**src/rtl/view_pan_pkg.sv**
```systemverilog
// view_pan_pkg: shared axis state, offset/direction types and sizing helpers
// for the view pan controller.
package view_pan_pkg;
   typedef enum logic [1:0] {IDLE, HOLD, REPEAT} axis_state_e;
   typedef logic [10:0] offset_t;
   typedef logic signed [1:0] dir_t;
   localparam dir_t DIR_NONE = 2'sd0;
   localparam dir_t DIR_POS = 2'sd1;
   localparam dir_t DIR_NEG = -2'sd1;
   function automatic int cnt_width(input int a, input int b, input int c);
      int m;
      m = (a > b) ? a : b;
      m = (m > c) ? m : c;
      return $clog2(m + 1);
   endfunction
   // Signed 12-bit sum so a step below MIN or above MAX clamps instead of wrapping.
   function automatic offset_t clamp_step(input offset_t off, input dir_t dir, input int step,
                                          input int lo, input int hi);
      logic signed [11:0] s;
      s = (dir == DIR_NEG) ? $signed({1'b0, off}) - $signed(12'(step))
                           : $signed({1'b0, off}) + $signed(12'(step));
      return (s < $signed(12'(lo))) ? offset_t'(lo) : (s > $signed(12'(hi))) ? offset_t'(hi) : offset_t'(s);
   endfunction
endpackage

```
**src/rtl/view_pan_controller_axis.sv**
```systemverilog
// pan_axis: press / hold / auto-repeat FSM for one axis with a clamped offset register.
module pan_axis
   import view_pan_pkg::*;
#(
   parameter int REPEAT_DELAY = 32500000,
   parameter int REPEAT_RATE = 3250000,
   parameter int STEP = 1,
   parameter int INIT = 300,
   parameter int MIN = 0,
   parameter int MAX = 1023,
   parameter int CW = 25
)(
   input  logic    clk,
   input  logic    reset_n,
   input  logic    inc_i,
   input  logic    dec_i,
   input  logic    recenter_i,
   output offset_t off_o,
   output logic    chg_o
);
   axis_state_e state_q, state_d;
   dir_t dir, dir_q, dir_d;
   logic [CW-1:0] cnt_q, cnt_d;
   offset_t off_q, off_d;
   logic chg_q, step;
   assign dir = (inc_i && !dec_i) ? DIR_POS : (dec_i && !inc_i) ? DIR_NEG : DIR_NONE;
   assign off_o = off_q;
   assign chg_o = chg_q;
   // HOLD and REPEAT differ only in which reload brought them there.
   always_comb begin
      state_d = state_q;
      cnt_d = cnt_q;
      dir_d = dir_q;
      step = 1'b0;
      if (recenter_i) begin
         state_d = IDLE;
         cnt_d = '0;
      end else if (state_q == IDLE) begin
         if (dir != DIR_NONE) begin
            step = 1'b1;
            dir_d = dir;
            cnt_d = CW'(REPEAT_DELAY);
            state_d = HOLD;
         end
      end else if (dir == DIR_NONE) begin
         state_d = IDLE;
         cnt_d = '0;
      end else if (dir != dir_q) begin
         step = 1'b1;
         dir_d = dir;
         cnt_d = CW'(REPEAT_DELAY);
         state_d = HOLD;
      end else if (cnt_q == CW'(1)) begin
         step = 1'b1;
         cnt_d = CW'(REPEAT_RATE);
         state_d = REPEAT;
      end else begin
         cnt_d = cnt_q - 1'b1;
      end
      off_d = recenter_i ? offset_t'(INIT) : step ? clamp_step(off_q, dir, STEP, MIN, MAX) : off_q;
   end
   always_ff @(posedge clk)
      if (!reset_n) begin
         state_q <= IDLE;
         cnt_q <= '0;
         dir_q <= DIR_NONE;
         off_q <= offset_t'(INIT);
         chg_q <= 1'b0;
      end else begin
         state_q <= state_d;
         cnt_q <= cnt_d;
         dir_q <= dir_d;
         off_q <= off_d;
         chg_q <= off_d != off_q;
      end
endmodule

```
**src/rtl/view_pan_controller_debouncer.sv**
```systemverilog
// button_debouncer: 2-flop synchroniser plus stable-count debouncer; a button held
// through reset must be seen released before its level can rise again.
module button_debouncer #(
   parameter int DEBOUNCE_CYCLES = 650000
)(
   input  logic clk,
   input  logic reset_n,
   input  logic raw_i,
   output logic level_o
);
   localparam int CW = $clog2(DEBOUNCE_CYCLES + 1);
   logic s1_q, s2_q, arm_q, level_q, differ, done;
   logic [CW-1:0] cnt_q;
   assign differ = arm_q && (s2_q != level_q);
   assign done = differ && (cnt_q == CW'(DEBOUNCE_CYCLES - 1));
   assign level_o = level_q;
   // Synchroniser resets high so a still-held button keeps the arm flag clear.
   always_ff @(posedge clk)
      if (!reset_n) begin
         s1_q <= 1'b1;
         s2_q <= 1'b1;
         arm_q <= 1'b0;
         level_q <= 1'b0;
         cnt_q <= '0;
      end else begin
         s1_q <= raw_i;
         s2_q <= s1_q;
         arm_q <= arm_q | ~s2_q;
         cnt_q <= (differ && !done) ? cnt_q + 1'b1 : '0;
         level_q <= done ? s2_q : level_q;
      end
endmodule

```
**src/rtl/view_pan_controller.sv**
```systemverilog
// view_pan_controller: debounced pushbuttons drive two independent auto-repeating,
// saturating view offset axes with a shared recenter.
module view_pan_controller
   import view_pan_pkg::*;
#(
   parameter int DEBOUNCE_CYCLES = 650000,
   parameter int REPEAT_DELAY = 32500000,
   parameter int REPEAT_RATE = 3250000,
   parameter int STEP = 1,
   parameter int X_INIT = 300,
   parameter int Y_INIT = 300,
   parameter int X_MIN = 0,
   parameter int X_MAX = 1023,
   parameter int Y_MIN = 0,
   parameter int Y_MAX = 767
)(
   input  logic        clk,
   input  logic        reset_n,
   input  logic        left,
   input  logic        right,
   input  logic        up,
   input  logic        down,
   input  logic        recenter,
   output logic [10:0] x_offset,
   output logic [10:0] y_offset,
   output logic        moving
);
   localparam int CW = cnt_width(DEBOUNCE_CYCLES, REPEAT_DELAY, REPEAT_RATE);
   logic [4:0] raw, lvl;
   logic rc_q, rc_rise, x_chg, y_chg;
   assign raw = {recenter, down, up, right, left};
   for (genvar g = 0; g < 5; g++) begin : g_db
      button_debouncer #(.DEBOUNCE_CYCLES(DEBOUNCE_CYCLES)) u_db (
         .clk(clk), .reset_n(reset_n), .raw_i(raw[g]), .level_o(lvl[g]));
   end
   assign rc_rise = lvl[4] && !rc_q;
   always_ff @(posedge clk)
      if (!reset_n) rc_q <= 1'b0;
      else rc_q <= lvl[4];
   pan_axis #(.REPEAT_DELAY(REPEAT_DELAY), .REPEAT_RATE(REPEAT_RATE), .STEP(STEP),
              .INIT(X_INIT), .MIN(X_MIN), .MAX(X_MAX), .CW(CW)) u_x (
      .clk(clk), .reset_n(reset_n), .inc_i(lvl[1]), .dec_i(lvl[0]), .recenter_i(rc_rise),
      .off_o(x_offset), .chg_o(x_chg));
   pan_axis #(.REPEAT_DELAY(REPEAT_DELAY), .REPEAT_RATE(REPEAT_RATE), .STEP(STEP),
              .INIT(Y_INIT), .MIN(Y_MIN), .MAX(Y_MAX), .CW(CW)) u_y (
      .clk(clk), .reset_n(reset_n), .inc_i(lvl[3]), .dec_i(lvl[2]), .recenter_i(rc_rise),
      .off_o(y_offset), .chg_o(y_chg));
   assign moving = x_chg | y_chg;
endmodule

```
**config.mk**
```make
export PLATFORM = sky130hd
export DESIGN_NAME = view_pan_controller
export DESIGN_NICKNAME = d
export VERILOG_FILES = /design/src/rtl/view_pan_pkg.sv /design/src/rtl/view_pan_controller_axis.sv /design/src/rtl/view_pan_controller_debouncer.sv /design/src/rtl/view_pan_controller.sv
export SDC_FILE = /design/constraint.sdc
export NUM_CORES = 1
export LEC_CHECK = 0
export ABC_AREA = 1
export BUFFER_PORTS_ARGS = -buffer_cell sky130_fd_sc_hd__buf_2
export CORE_MARGIN = 5
export CORE_UTILIZATION = 35
export CTS_BUF_LIST = sky130_fd_sc_hd__clkbuf_2
export DETAILED_ROUTE_END_ITERATION = 7
export PLACE_DENSITY = 0.46
export SLEW_MARGIN = 30
export SYNTH_ARGS = -nofsm -noshare
export SYNTH_HDL_FRONTEND = slang
export SYNTH_HIERARCHICAL = 1
export SYNTH_SLANG_ARGS = --single-unit
```
**constraint.sdc**
```tcl
create_clock -name clk -period 3.5 [get_ports clk]
set_input_delay 0.525 -clock clk [delete_from_list [all_inputs] [get_ports clk]]
set_output_delay 0.525 -clock clk [all_outputs]
set_load 0.01 [all_outputs]
```
After elaboration in Yosys (flattened, before gate mapping)
Index checks and enable logic that the tools add are counted.
{"block": "totals", "register_bits": 203, "latch_bits": 0, "ramBits": 0, "romBits": 0, "in_bits": 7, "wordCells": 190, "memories": 0}
{"block": "op_classes", "add_sub_neg": 11, "mul": 0, "div": 0, "n_lt_le_gt_ge": 4, "n_eq_ne": 22, "n_shift": 0, "mux": 54, "bitwise": 13, "n_reduce_logical": 50}
{"operator": "$mux 25", "count": 10}
{"operator": "$add 20x1->20 const B", "count": 5}
{"operator": "$eq 20x20->1 const B", "count": 5}
{"operator": "$mux 11", "count": 8}
{"operator": "$eq 25x1->1 const B", "count": 2}
{"operator": "$sub 25x1->25 const B", "count": 2}
{"operator": "$mux 2", "count": 22}
{"operator": "$add 11x1->12 const B", "count": 2}
{"operator": "$gt 12x11->1 const B", "count": 2}
{"operator": "$lt 12x1->1 const B", "count": 2}
{"operator": "$mux 12", "count": 2}
{"operator": "$sub 11x1->12 const B", "count": 2}
{"operator": "$ne 11x11->1", "count": 2}
{"operator": "$logic_and 1x1->1", "count": 20}
{"operator": "$reduce_and 2->1", "count": 7}
{"operator": "$mux 1", "count": 12}
{"operator": "$logic_not 1->1", "count": 10}
{"operator": "$logic_not 2->1", "count": 4}
{"operator": "$reduce_and 4->1", "count": 2}
{"operator": "$reduce_bool 2->1", "count": 4}
{"operator": "$reduce_bool 4->1", "count": 2}
{"operator": "$not 1->1", "count": 7}
{"operator": "$or 1x1->1", "count": 6}
{"operator": "$ne 1x1->1", "count": 5}
{"operator": "5 further kinds", "count": 9}

Longest topological paths before layout
Gate-level depths: netlist (run 1).
{"block": "logic_depth", "word_depth": 12, "ltp_mapped": 25, "depth_no_buf": 24}

Cells and area by module
The synthesis (run 1) kept the hierarchy.
{"mod": "button_debouncer at g_db[0].u_db ...", "instances": 4, "cells_each": 171, "area_each_um2": 1246.2, "seq_area_each_um2": 480.5}
{"mod": "pan_axis at u_y", "instances": 1, "cells_each": 513, "area_each_um2": 3067.9, "seq_area_each_um2": 820.8}
{"mod": "pan_axis at u_x", "instances": 1, "cells_each": 494, "area_each_um2": 3039.2, "seq_area_each_um2": 820.8}
{"mod": "button_debouncer at g_db[4].u_db", "instances": 1, "cells_each": 172, "area_each_um2": 1239.9, "seq_area_each_um2": 480.5}
{"mod": "view_pan_controller", "instances": 1, "cells_each": 8, "area_each_um2": 48.8, "seq_area_each_um2": 20.0}

Least setup slack after synthesis (run 1)
Ideal clock, no wire load.
{"block": "synth_path", "path_type": "flip-flop to flip-flop", "start": "register g_db[3].u_db.level_q", "end": "register u_y.chg_q, in the netlist u_y/chg_o", "setup_ns": 0.118, "arrival_ns": 2.492, "setup_slack_ns": 0.890, "stages_incl_launch_ff": 24, "n_path_buf": 1, "synth_period_minus_slack_ns": 2.610, "cell_sequence": "dfxtp_1 > inv_1 > ha_1 > buf_6 > nand2_1 > inv_1 > nor2_1 > ha_1 > inv_1 > nand2_1 > nand3_1 > nand2_1 > nand2_1 > nand2_1 > nand2_1 > nand2_1 > nand3_2 > nand3_1 > nand2_2 > nand2_1 > xor2_1 > nand3_1 > nor2_1 > nor2_1"}
{"block": "synth_via", "elab_chain_cells": 12}
{"element": "from (decl)", "line_no": "view_pan_controller_debouncer.sv:12", "rtl": "logic s1_q, s2_q, arm_q, level_q, differ, done;"}
{"element": "from (signal assigned)", "line_no": "view_pan_controller_debouncer.sv:30", "rtl": "level_q <= done ? s2_q : level_q;"}
{"element": "$logic_not 1->1", "line_no": "view_pan_controller_axis.sv:26", "rtl": "assign dir = (inc_i && !dec_i) ? DIR_POS : (dec_i && !inc_i) ? DIR_NEG : DIR_NONE;"}
{"element": "$logic_and 1x1->1", "line_no": "view_pan_controller_axis.sv:26"}
{"element": "$mux 2", "line_no": "view_pan_controller_axis.sv:26"}
{"element": "$mux 2 *", "line_no": "view_pan_controller_axis.sv:26"}
{"element": "via u_y.dir[1]", "line_no": "view_pan_controller_axis.sv:22", "rtl": "dir_t dir, dir_q, dir_d;"}
{"element": "$eq 2x1->1 or $ne 2x2->1 (tied branches)", "line_no": "view_pan_pkg.sv:20, view_pan_controller_axis.sv:48"}
{"element": "$mux 12 or $mux 1 (tied branches)", "line_no": "view_pan_pkg.sv:20, view_pan_controller_axis.sv:48"}
{"element": "$gt 12x11->1 or $mux 1 (tied branches)", "line_no": "view_pan_pkg.sv:22, view_pan_controller_axis.sv:45"}
{"element": "$mux 11 or $mux 1 (tied branches)", "line_no": "view_pan_pkg.sv:22, view_pan_controller_axis.sv:38"}
{"element": "$mux 11 or $mux 1 (tied branches)", "line_no": "view_pan_pkg.sv:22, view_pan_controller_axis.sv:35"}
{"element": "$mux 11 * (2 in series)", "line_no": "view_pan_controller_axis.sv:60", "rtl": "off_d = recenter_i ? offset_t'(INIT) : step ? clamp_step(off_q, dir, STEP, MIN, MAX) : off_q;"}
{"element": "$ne 11x11->1 *", "line_no": "view_pan_controller_axis.sv:74", "rtl": "chg_q <= off_d != off_q;"}
{"element": "to (signal assigned)", "line_no": "view_pan_controller_axis.sv:74"}
{"element": "to (decl)", "line_no": "view_pan_controller_axis.sv:25", "rtl": "logic chg_q, step;"}
Mark *: on every way through the listed nets, which the timed path passes. The rest lies on a longest branch.
A chain may end at the register's enable or synchronous reset.

Worst setup path after layout (run 1)
Ends and elaborated chain as after synthesis.

==> impl_metrics.ini, run 1 <==
[global_routing]
busiest_layer = met2
grt.total_usage_pct = 16.3
grt-ovfl-total = 0
grt_max_degree = 22
grt_pass1_vias = 11100
met1_usage_pct = 21.8
antenna_found_initial = 1
grt_pass1_wl_mm = 53.8
grt_use_met3_pct = 3.44
gr-usage-met2_pct = 26.0

[clocking]
hold_buffers = 7
h-tree-depth = 2
clock_latency_ns = 0.97
clock_sinks = 203
cts_buffers = 60
clock_path_buffers = 3
cts_setup_buffers = 0
cts_tree = yes
root_buffer = clkbuf_2
cts_resized = 0
clkTransAtPathRegs_ns = 0.10

[worst_setup_path]
crit_required_ns = 4.35
start_kind = register
worstReg2RegStart = g_db[3].u_db/level_o$_SDFFE_PN0P_
ff2ff_setup_slack_ns = 0.37
worst_ep_arrival_time_ns = 3.98
r2r-end = u_y/chg_o$_SDFF_PN0_
criticalPathCategory = reg -> reg
ff2ff_path_depth = 23
end_kind = register
cp_max_fo = 12

[power_and_ir_drop]
power.share.clock_pct = 41.8
vdd_drop_max_uv = 133
p_leak_uw = 0.00560
swShare_pct = 27.6
sequentialPowerShare_pct = 56.2
power.switching_uw = 1140
comb_power_share_pct = 2.0
cellPowerDensity_nw_per_um2 = 305
p_int_uw = 3000
power_uw = 4140

[sta]
worst_pin_slew_ns = 0.818
setup_viol = 0
fin_worst_skew_ns = 0.0816
rsz0062_at_grt = no
finalCriticalPeriod_ns = 3.13
post-route-period-util_pct = 89.5
slew_viol_final = 0
hold-worst-slack_ns = 0.342
slew_headroom_pct = 44.9
timing.setup.tns_ns = 0
hold_viol_final = 0
max_freq_ghz = 0.319

[yosys]
synthDistinctLibCells = 46
avgSynthCellArea_um2 = 6.62
synthCells = 1871
netlist_area_um2 = 12400
seq_area_frac_synth_pct = 32.8
synth_top_area_cell = dfxtp_1
synth_area_leaders = dfxtp_1, nand2_1, inv_1
ys_ff_latch = 203
yosys_warnings = 6
syn-num-nets = 1895
synth_top_cell_area_share_pct = 32.8

[final_layout]
nFillCells = 3801
nNetsFinal = 1987
drive_gt1_share_pct = 15.1
areaGrowthSynthToFinish_pct = 9.64
fin_cells = 2465

[job]
maxCapViolCount = 0

[floorplan]
die-width_um = 198
rows = 68
fp.dieArea_um2 = 39200
coreArea_um2 = 34700
die_y_um = 198
io_pins = 30
start_util_pct = 35.7

[outcome]
status = complete, no violations

[place]
dp_cells = 2349
io_buffers = 29
place.gp.congestion = 0.898
hpwl_mm = 23.6

[detailed_routing]
firstDrtPassIters = 8
drc = 0
routed_wirelength_mm = 31.9
via_per_inst = 4.72
ant_nets = 0
via_count = 11600
drt_iter0_drc = 532
wl_per_cell_um = 12.9

[min_path]
hold_depth = 3
hold_end = g_db[0].u_db/s1_q$_SDFF_PN1_
hp-start = left
worstHoldPathType = in -> reg
==> worst max path at each step <==
stage / depth (start not counted) / end / from / slack, ns
6_report: 23 / u_y/chg_o$_SDFF_PN0_ / g_db[3].u_db/level_o$_SDFFE_PN0P_ / 0.37
5_1_grt: 23 / u_y/chg_o$_SDFF_PN0_ / g_db[3].u_db/level_o$_SDFFE_PN0P_ / 0.01
3_5_place_dp: 23 / u_y/chg_o$_SDFF_PN0_ / g_db[3].u_db/level_o$_SDFFE_PN0P_ / 0.36
4_1_cts: 23 / u_y/chg_o$_SDFF_PN0_ / g_db[3].u_db/level_o$_SDFFE_PN0P_ / 0.40
3_3_place_gp: 23 / u_y/chg_o$_SDFF_PN0_ / g_db[3].u_db/level_o$_SDFFE_PN0P_ / 0.40
2_1_floorplan: 23 / u_y/chg_o$_SDFF_PN0_ / g_db[3].u_db/level_o$_SDFFE_PN0P_ / 0.89
==> registers in the layout, summed over array words and instances, names as in the netlist <==
name               count
g_db.u_db/arm_q        5
u_y/cnt_q             25
g_db.u_db/level_o      5
u_y/off_o             11
g_db.u_db/s2_q         5
g_db.u_db/s1_q         5
u_x/chg_o              1
u_y/state_q            2
u_x/state_q            2
u_x/dir_q              2
u_x/off_o             11
u_y/dir_q              2
u_x/cnt_q             25
g_db.u_db/cnt_q      100
u_y/chg_o              1
rc_q                   1
==> worst max-delay path, stage by stage, from the launching register on <==
cell and delay, ns:
dfxtp_1 0.40, inv_1 0.13, ha_1 0.38, nand2_1 0.18
inv_1 0.05, nor2_1 0.18, ha_1 0.18, inv_1 0.03
nand2_1 0.13, nand3_1 0.09, nand2_1 0.10, nand2_1 0.09
nand2_1 0.07, nand2_1 0.05, nand2_1 0.11, nand3_2 0.19
nand3_1 0.14, nand2_1 0.08, nand3_1 0.08, nand2_1 0.06
nor2_1 0.13, nand3_1 0.09, nor2_1 0.10, nor2_1 0.05
==> cells in the final DEF, fill, tap and decap left out, drive strengths merged, types with 14 or more instances in the layout <==
cell      n
a21oi   114
buf      40
clkbuf   85
clkinv   29
dfxtp   203
ha       17
inv     264
nand2   449
nand3   171
nand3b   14
nand4    39
nor2    333
nor3     23
o21ai    80
or2      17
xnor2    29
xor2     51
==> metrics by stage <==
step	setup WS (ns)	utilization, %	area (um^2)
2_1_floorplan	0.890	-	12400
6_report	0.366	39.1	13600
3_5_place_dp	0.359	37.4	13000
5_1_grt	0.0108	39.1	13600
4_1_cts	0.398	39.1	13600
3_3_place_gp	0.402	37.4	13000
==> cell usage after synthesis (all sizes together) <==
cell type    n
nor3        23
nor2       333
a211oi       1
xnor2       29
a21oi      114
a22oi        1
or2         17
o22ai        6
nand2      449
nor4         6
o211ai       1
a31o         3
and2         1
nand3      171
dfxtp      203
nand3b      14
o32ai        3
o21ai       80
a31oi        5
and3         2
clkinv       6
o21bai       3
ha          17
buf         12
nand4       39
xor2        51
a2111oi      2
clkbuf       5
o31ai        7
inv        264
o21a         2
o41ai        1
==> metal layers <==
| metal | up-vias | routed length (um) | part of all wire (%) |
|---|---|---|---|
| li1 | 6189 | - | - |
| met1 | 5208 | 15800 | 49 |
| met2 | 187 | 14000 | 44 |
| met3 | 58 | 1300 | 4.1 |
| met4 | 0 | 818 | 2.6 |
| met5 | - | 0 | 0 |
==> power by group through the flow <==
stage	Combinational (uW)	Clock (uW)	Sequential, uW
after CTS	86.8	1880	2330
after floorplan	55.2	0	2380
after global routing	95.0	1990	2330
final	83.9	1730	2330
after global placement	80.4	0	2380
after detailed placement	80.7	0	2380
==> cells by family (layout without fill, tap and decap cells) <==
kind of cell,Yosys count,after routing,synth area share (%)
compound gates,229,229,9.97
xor+xnor,80,80,5.66
fa+ha+maj,17,17,1.72
buf+inv,287,425,9.72
flops,203,203,32.8
other cells,0,1,0
simple gates,1055,1055,40.1
==> layout make-up <==
type | count | area [um^2] | area share, %
inverters | 270 | 1010 | 7.47
diodes | 1 | 2.50 | 0.0184
clock buffers | 85 | 425 | 3.13
clock inverters | 23 | 88.8 | 0.654
flip-flops and latches | 203 | 4060 | 29.9
well taps | 455 | 569 | 4.19
multi-input cells | 1381 | 7110 | 52.4
repair buffers | 47 | 298 | 2.19
(Power assumes the default switching activity.)
==> inputs of run 2 (changes only) <==
--- a/config.mk
+++ b/config.mk
@@ -8,10 +8,10 @@
 export ABC_AREA = 1
 export BUFFER_PORTS_ARGS = -buffer_cell sky130_fd_sc_hd__buf_2
 export CORE_MARGIN = 5
-export CORE_UTILIZATION = 35
+export CORE_UTILIZATION = 24
 export CTS_BUF_LIST = sky130_fd_sc_hd__clkbuf_2
 export DETAILED_ROUTE_END_ITERATION = 7
-export PLACE_DENSITY = 0.46
+export PLACE_DENSITY = 0.34
 export SLEW_MARGIN = 30
 export SYNTH_ARGS = -nofsm -noshare
 export SYNTH_HDL_FRONTEND = slang
==> impl_metrics.ini, run 2 (synthesis results as in run 1) <==
[sta]
fin_worst_skew_ns = 0.0586
post-route-period-util_pct = 88.5
worst_pin_slew_ns = 0.923
slew_headroom_pct = 37.9
timing.setup.tns_ns = 0
rsz0062_at_grt = no
finalCriticalPeriod_ns = 3.10
hold-worst-slack_ns = 0.335
max_freq_ghz = 0.323
hold_viol_final = 0
setup_viol = 0
slew_viol_final = 0

[global_routing]
grt_pass1_wl_mm = 58.9
grt.total_usage_pct = 12.7
antenna_found_initial = 3
grt_max_degree = 18
grt-ovfl-total = 0
grt_pass1_vias = 11500

[place]
place.gp.congestion = 0.842
placedInstanceArea_um2 = 13300
dp_cells = 2577
io_buffers = 29
hpwl_mm = 26.7

[final_layout]
areaGrowthSynthToFinish_pct = 12.7
final_core_util_pct = 27.2
nFillCells = 5804
largest-register = g_db.u_db/cnt_q
final_cell_mix = nand2_1, inv_1, nor2_1
layout_commonest_cell = nand2_1
top_regs = g_db.u_db/cnt_q: 100 flops, u_x/cnt_q: 25 flops, u_y/cnt_q: 25 flops
multi_input_area_um2 = 7120
fin_area_um2 = 14000
fin_cells = 2701
drive_gt1_share_pct = 16.2
regArea_um2 = 4060
nNetsFinal = 1997
largest_reg_flops = 100

[detailed_routing]
via_per_inst = 4.38
drt_iter0_drc = 653
firstDrtPassIters = 5
wl_per_cell_um = 13.3
ant_nets = 0
drc = 0
routed_wirelength_mm = 35.8
via_count = 11800

[clocking]
clkTransAtPathRegs_ns = 0.08
cts_tree = yes
cts_buffers = 68
clock_latency_ns = 0.93
clock_path_buffers = 3
clock_sinks = 203
h-tree-depth = 3
root_buffer = clkbuf_2

[worst_setup_path]
critPathMostFrequentCell = nand2_1
cp_slowest_cell = dfxtp_1
start_kind = register
cp_max_fo = 15
crit_buf_inv = 3
end_kind = register
cp_cell_sequence = inv_1, ha_2, nand2_1, inv_1, nor2_1, ha_1, inv_1, nand2_1, nand3_1, nand2_1, nand2_1, nand2_1, nand2_1, nand2_1, nand3_2, nand3_1, nand2_1, nand3_1, nand2_1, nor2_1, nand3_1, nor2_1, nor2_1
crit_required_ns = 4.26
worst_ep_arrival_time_ns = 3.86
slowest_delay_ns = 0.39
cp_top_family = simple AND/OR/NAND/NOR gates
criticalPathCategory = reg -> reg

[job]
maxCapViolCount = 0

[floorplan]
start_util_pct = 24.2
rows = 83
fp.dieArea_um2 = 56200
die_y_um = 237
io_pins = 30
coreArea_um2 = 51200
die-width_um = 237

[power_and_ir_drop]
p_leak_uw = 0.00567
cellPowerDensity_nw_per_um2 = 315
vdd_drop_max_uv = 137

[outcome]
status = complete, no violations

[min_path]
worstHoldPathType = in -> reg
==> run 2: changes by cell type in the layout (fill, tap and decap cells not counted), sizes merged, moves of 3 or more <==
cell    change
clkinv     -15
clkbuf     +18
diode       +3
buf         +3
==> run 2: final timing paths <==
| kind | slack [ns] | endpoint | from | cells past startpoint |
|---|---|---|---|---|
| max reg2reg | 0.40 | u_y/chg_o$_SDFF_PN0_ | g_db[3].u_db/level_o$_SDFFE_PN0P_ | 23 |
| min | 0.34 | g_db[4].u_db/s1_q$_SDFF_PN1_ | recenter | 3 |
| max | 0.40 | u_y/chg_o$_SDFF_PN0_ | g_db[3].u_db/level_o$_SDFFE_PN0P_ | 23 |
| min reg2reg | 0.41 | g_db[1].u_db/s2_q$_SDFF_PN1_ | g_db[1].u_db/s1_q$_SDFF_PN1_ | 1 |
==> run 2: per-layer routing <==
layer	global-route usage [%]	wire length (um)
met4	4.04	802
met5	0	0
met2	20.3	16000
met3	3.14	1260
met1	16.9	17800
==> run 2: area by class of cell <==
type / count / area share [%]
Timing Repair Buffer: 49 / 2.22
Clock inverter: 11 / 0.511
Clock buffer: 103 / 3.70
Inverter: 270 / 7.26
Antenna cell: 4 / 0.0717
Sequential cell: 203 / 29.1
Tap cell: 680 / 6.10
Multi-Input combinational cell: 1381 / 51.0
==> run 2: tightest hold or removal path, stage by stage <==
cell	delay, ns
dlygate4sd3_1	0.52
buf_2	0.09
or2_2	0.09
==> run 2: timing repair <==
action | CTS | global route
endpoints found under the setup margin | 0 | 1
hold buffers | 6 | 0
hold endpoints to repair | 28 | 0
gates resized for setup | 0 | 1
setup buffers | 0 | 0
==> run 2: stage by stage <==
step           setup slack [ns]  total power (uW)
2_1_floorplan             0.890              2430
4_1_cts                   0.200              4570
5_1_grt                  0.0517              4680
3_5_place_dp              0.285              2460
3_3_place_gp              0.239              2460
6_report                  0.402              4390
==> run 2: power by group <==
| group | internal, uW | switching [uW] | leakage, uW |
|---|---|---|---|
| sequential | 2320 | 7.74 | 0.00164 |
| combinational | 25.3 | 60.2 | 0.00358 |
| clock | 841 | 1140 | 0.000459 |
